===== config.mk =====
export PLATFORM = sky130hd
export DESIGN_NAME = maf_tm_dly
export DESIGN_NICKNAME = d
export VERILOG_FILES = /design/src/rtl/vfpu_dc_pkg.sv /design/src/rtl/tm_dly_line.sv /design/src/rtl/maf_tm_dly.sv
export SDC_FILE = /design/constraint.sdc
export NUM_CORES = 1
export LEC_CHECK = 0
export CORE_AREA = 5 5 192 194
export DETAILED_ROUTE_END_ITERATION = 12
export DIE_AREA = 0 0 197 199
export DONT_BUFFER_PORTS = 1
export HOLD_SLACK_MARGIN = 0.12
export PLACE_DENSITY_LB_ADDON = 0.25
export SYNTH_ARGS = -nofsm -noshare
export SYNTH_HDL_FRONTEND = slang
export SYNTH_SLANG_ARGS = --single-unit

===== constraint.sdc =====
create_clock -name clk -period 3.3 [get_ports clk]
set_clock_uncertainty 0.2 [all_clocks]
set_input_delay 0.66 -clock clk [delete_from_list [all_inputs] [get_ports clk]]
set_output_delay 0.66 -clock clk [all_outputs]
set_load 0.01 [all_outputs]

===== src/rtl/vfpu_dc_pkg.sv =====
// vfpu_dc_pkg: shared constants and types for the MAF timing model.
package vfpu_dc_pkg;
    localparam int ERR_CNT_W   = 16;
    localparam int MAF_LATENCY = 4;
    localparam int MAF_DATA_W  = 32;
    localparam int MAF_NUM_OPS = 3;
    typedef logic [MAF_NUM_OPS*MAF_DATA_W-1:0] maf_ops_t;
endpackage


===== src/rtl/tm_dly_line.sv =====
// tm_dly_line: plain DEPTH-stage shift register with asynchronous reset to 0.
module tm_dly_line #(
    parameter int WIDTH = 1,
    parameter int DEPTH = 1
) (
    input  logic             clk,
    input  logic             rst_n,
    input  logic [WIDTH-1:0] d,
    output logic [WIDTH-1:0] q
);
    logic [DEPTH-1:0][WIDTH-1:0] stg;
    always_ff @(posedge clk or negedge rst_n) begin
        if (!rst_n) stg <= '0;
        else begin
            stg[0] <= d;
            for (int i = 1; i < DEPTH; i++) stg[i] <= stg[i-1];
        end
    end
    assign q = stg[DEPTH-1];
endmodule


===== src/rtl/maf_tm_dly.sv =====
// maf_tm_dly: LATENCY-cycle operand/valid/tag delay with flush and in-flight count.
// Optional result-alignment checker enabled by MAF_TM_ALIGN_CHK_EN.
module maf_tm_dly
    import vfpu_dc_pkg::*;
#(
    parameter int DATA_W  = 32,
    parameter int NUM_OPS = 3,
    parameter int LATENCY = MAF_LATENCY,
    parameter int TAG_W   = 8
) (
    input  logic                        clk,
    input  logic                        rst_n,
    input  logic                        op_vld,
    input  logic [NUM_OPS*DATA_W-1:0]   ops,
    input  logic                        flush,
    input  logic                        res_rdy,
    output logic                        op_vld_rx,
    output logic [NUM_OPS*DATA_W-1:0]   ops_rx,
    output logic [TAG_W-1:0]            tag_rx,
    output logic [$clog2(LATENCY+1)-1:0] inflight,
    output logic                        align_err,
    output logic [ERR_CNT_W-1:0]        err_cnt
);
    localparam int CNT_W = $clog2(LATENCY+1);
    localparam int LW    = 1 + TAG_W + NUM_OPS*DATA_W;

    logic             acc;
    logic             vld_q;
    logic [TAG_W-1:0] tag;
    logic [CNT_W-1:0] mask;

    assign acc = op_vld & ~flush;

    tm_dly_line #(.WIDTH(LW), .DEPTH(LATENCY)) u_line (
        .clk   (clk),
        .rst_n (rst_n),
        .d     ({acc, tag, ops}),
        .q     ({vld_q, tag_rx, ops_rx})
    );

    // Ops already in the line at a flush drain out over the next LATENCY-1 cycles; hide them.
    assign op_vld_rx = vld_q & (mask == '0);

    always_ff @(posedge clk or negedge rst_n) begin
        if (!rst_n) begin
            tag      <= '0;
            mask     <= '0;
            inflight <= '0;
        end else begin
            tag      <= tag + TAG_W'(acc);
            mask     <= flush ? CNT_W'(LATENCY-1) : mask - CNT_W'(mask != '0);
            inflight <= flush ? '0 : inflight + CNT_W'(acc) - CNT_W'(op_vld_rx);
        end
    end

`ifdef MAF_TM_ALIGN_CHK_EN
    logic [CNT_W-1:0] blank;
    logic             miss;
    assign miss = ~flush & (blank == '0) & (res_rdy != op_vld_rx);
    always_ff @(posedge clk or negedge rst_n) begin
        if (!rst_n) begin
            blank     <= '0;
            align_err <= 1'b0;
            err_cnt   <= '0;
        end else begin
            blank     <= flush ? CNT_W'(LATENCY) : blank - CNT_W'(blank != '0);
            align_err <= align_err | miss;
            err_cnt   <= err_cnt + ERR_CNT_W'(miss & ~&err_cnt);
        end
    end
`else
    logic unused_res_rdy;
    assign unused_res_rdy = res_rdy;
    assign align_err      = 1'b0;
    assign err_cnt        = '0;
`endif
endmodule


==> impl_metrics.tcl <==
set metrics [dict create \
    first_pass_iters 4 \
    final_util_pct 41.3 \
    gp_routability_congestion 0.749 \
    drt-initial-drc-count 158 \
    required_ns 3.52 \
    yosysUniqueCellTypes 17 \
    ys_ff_latch 434 \
    critPathMaxFanout 2 \
    startpoint "mask[2]" \
    antenna_found_initial 0 \
    port_buffers 0 \
    vias 4174 \
    die_h_um 199 \
    nNetsFinal 743 \
    slowest_stage "or3_1" \
    start_kind "register" \
    die_area_um2 39200 \
    grt_setup_unrepaired "no" \
    timing.rr.start "mask[2]" \
    yosysSeqAreaShare_pct 90.0 \
    cts_resized 0 \
    fill_cells 3060 \
    row_count 69 \
    maxSlewViolCount 0 \
    syn2layout_area_growth_pct 20.0 \
    core-area_um2 35100 \
    critical_path_class "reg -> reg" \
    numCtsBuffers 45 \
    worstPathArrival_ns 2.83 \
    grt_pass1_vias 4841 \
    wl_per_cell_um 15.8 \
    num_io_pins 226 \
    ant_nets 0 \
    violations "hold timing" \
    crit_chain "or3_1 -> nor2_1 -> ha_1 -> inv_1 -> ha_1 -> inv_1 -> fa_1 -> xnor2_1 -> nor2_1" \
    routed_via_density 3.68 \
    grt.total_usage_pct 9.36 \
    layout_commonest_cell "dfrtp_1" \
    syn_area_um2 12100 \
    hp-class "in -> async" \
    period_share_pct 78.8 \
    syn_inst 595 \
    postSynthAreaPerCell_um2 20.3 \
    gr-total-overflow 0 \
    maxCapViolations 0 \
    grt_start_max_net_pins 435 \
    maxSlewHeadroom_pct 44.5 \
    fmax_mhz 384 \
    routed_wl_mm 17.9 \
    ir_worst_vdd_mv 0.434 \
    status "finished with violations" \
    endpoint_kind "register" \
    tightest_slew_ns 0.832 \
    die_x_um 197 \
    numClockSinks 434 \
    rrSetupSlack_ns 0.70 \
    power.density_nw_per_um2 811 \
    cts_setup_buffers 0 \
    cts_hold_buf 98 \
    start_util_pct 34.4 \
    grt_pass1_wl_mm 28.5 \
    cpPeakStageDelay_ns 0.40 \
    r2r_end "inflight[2]" \
    setup_viol 0 \
    diodes 0 \
    cts-root-buf "clkbuf_16" \
    timing.setup.tns_ns 0 \
    cts_buffer_depth 3 \
    hold_violations 434 \
    endpoint "inflight[2]" \
    period_needed_ns 2.60 \
    leakagePower_nw 6.57 \
    holdWs_ns -0.387 \
    clk_pin_slew_ns 0.06 \
    ys.warnings.count 0 \
    rr_worst_depth 9 \
    drc 0 \
    final_layout_size_suffix_gt1_share_pct 12.2 \
    clock_latency_ns 0.54 \
    layout.cells.most_common_list "dfrtp_1, dlygate4sd3_1, clkbuf_16" \
    cts-htree-levels 2 \
    cts_tree "built" \
    place_hpwl_mm 10.7 \
]
## stage by stage
step | hold WS (ns) | setup slack (ns) | cell area, um2 | cells | total power [mW]
finish | -0.387 | 0.698 | 14500 | 1133 | 11.7
global route | -0.434 | 0.564 | 14500 | 1133 | 12.2
CTS | -0.444 | 0.708 | 14500 | 1133 | 12.0
detailed placement | 0.135 | 0.721 | 11800 | 951 | 6.16
global placement | 0.132 | 0.845 | 11800 | 951 | 6.14
floorplan | 0.131 | 0.976 | 12100 | 611 | 6.20
## layout make-up
class | instances | area [um2] | area share (%)
repair buffers | 98 | 981 | 6.78
well taps | 461 | 577 | 3.98
clock buffers | 58 | 1290 | 8.89
inverters | 6 | 22.5 | 0.156
clock inverters | 26 | 415 | 2.87
multi-input cells | 50 | 332 | 2.29
flip-flops and latches | 434 | 10900 | 75.0
## flip-flops by register name, indices dropped and copies added, names as in the netlist
register    cells
inflight        3
tag             8
u_line.q      105
u_line.stg    315
mask            3
## report_power, final
group | switching (mW) | internal, mW | leakage (nW)
clock | 2.03 | 3.56 | 0.834
sequential | 0.235 | 5.74 | 5.11
combinational | 0.0641 | 0.115 | 0.621
## worst max-delay path, delay by kind of cell, from the launching register on
kind | cells | cell delay, ns
adders and majority gates | 3 | 0.84
DFF | 1 | 0.39
and+or+nand+nor | 3 | 0.78
xor gates and xnor gates | 1 | 0.16
buffers and inverters | 2 | 0.13
## how the worst min path moves through the flow
| stage | end | cells past startpoint |
|---|---|---|
| 2_1_floorplan | u_line.q[0] | 0 |
| 3_3_place_gp | u_line.stg[223] | 0 |
| 3_5_place_dp | u_line.q[12] | 0 |
| 4_1_cts | u_line.q[68] | 0 |
| 5_1_grt | u_line.q[16] | 0 |
| 6_report | u_line.q[16] | 0 |
## synth_stat cells, drive strengths merged
master | instances | area [um2]
or3 | 1 | 6.26
inv | 6 | 22.5
conb | 1 | 3.75
and3 | 1 | 6.26
nor2b | 2 | 12.5
xnor2 | 5 | 43.8
nand3 | 3 | 20.0
nor2 | 5 | 18.8
nand2b | 2 | 12.5
ha | 6 | 75.1
buf | 121 | 908
nand2 | 2 | 7.51
fa | 1 | 20.0
nor3 | 1 | 10.0
xor2 | 4 | 35.0
dfrtp | 434 | 10900
## layer usage
layer	global-route usage, %	vias up	share of wire [%]
met5	0	-	0
met4	5.32	0	4.0
met3	3.25	50	7.5
met2	14.2	147	49
met1	11.8	2191	40
li1	-	1786	-
## logic make-up after synthesis
kind of cell	after synthesis	share of synthesized area [%]
adder cells (fa/ha/maj)	7	0.788
flip-flops	434	90.0
other	1	0.0311
AND/OR/NAND/NOR	17	0.778
XOR/XNOR	9	0.653
buffers and inverters	127	7.72
Note: power is estimated with default switching activity, not from simulation.
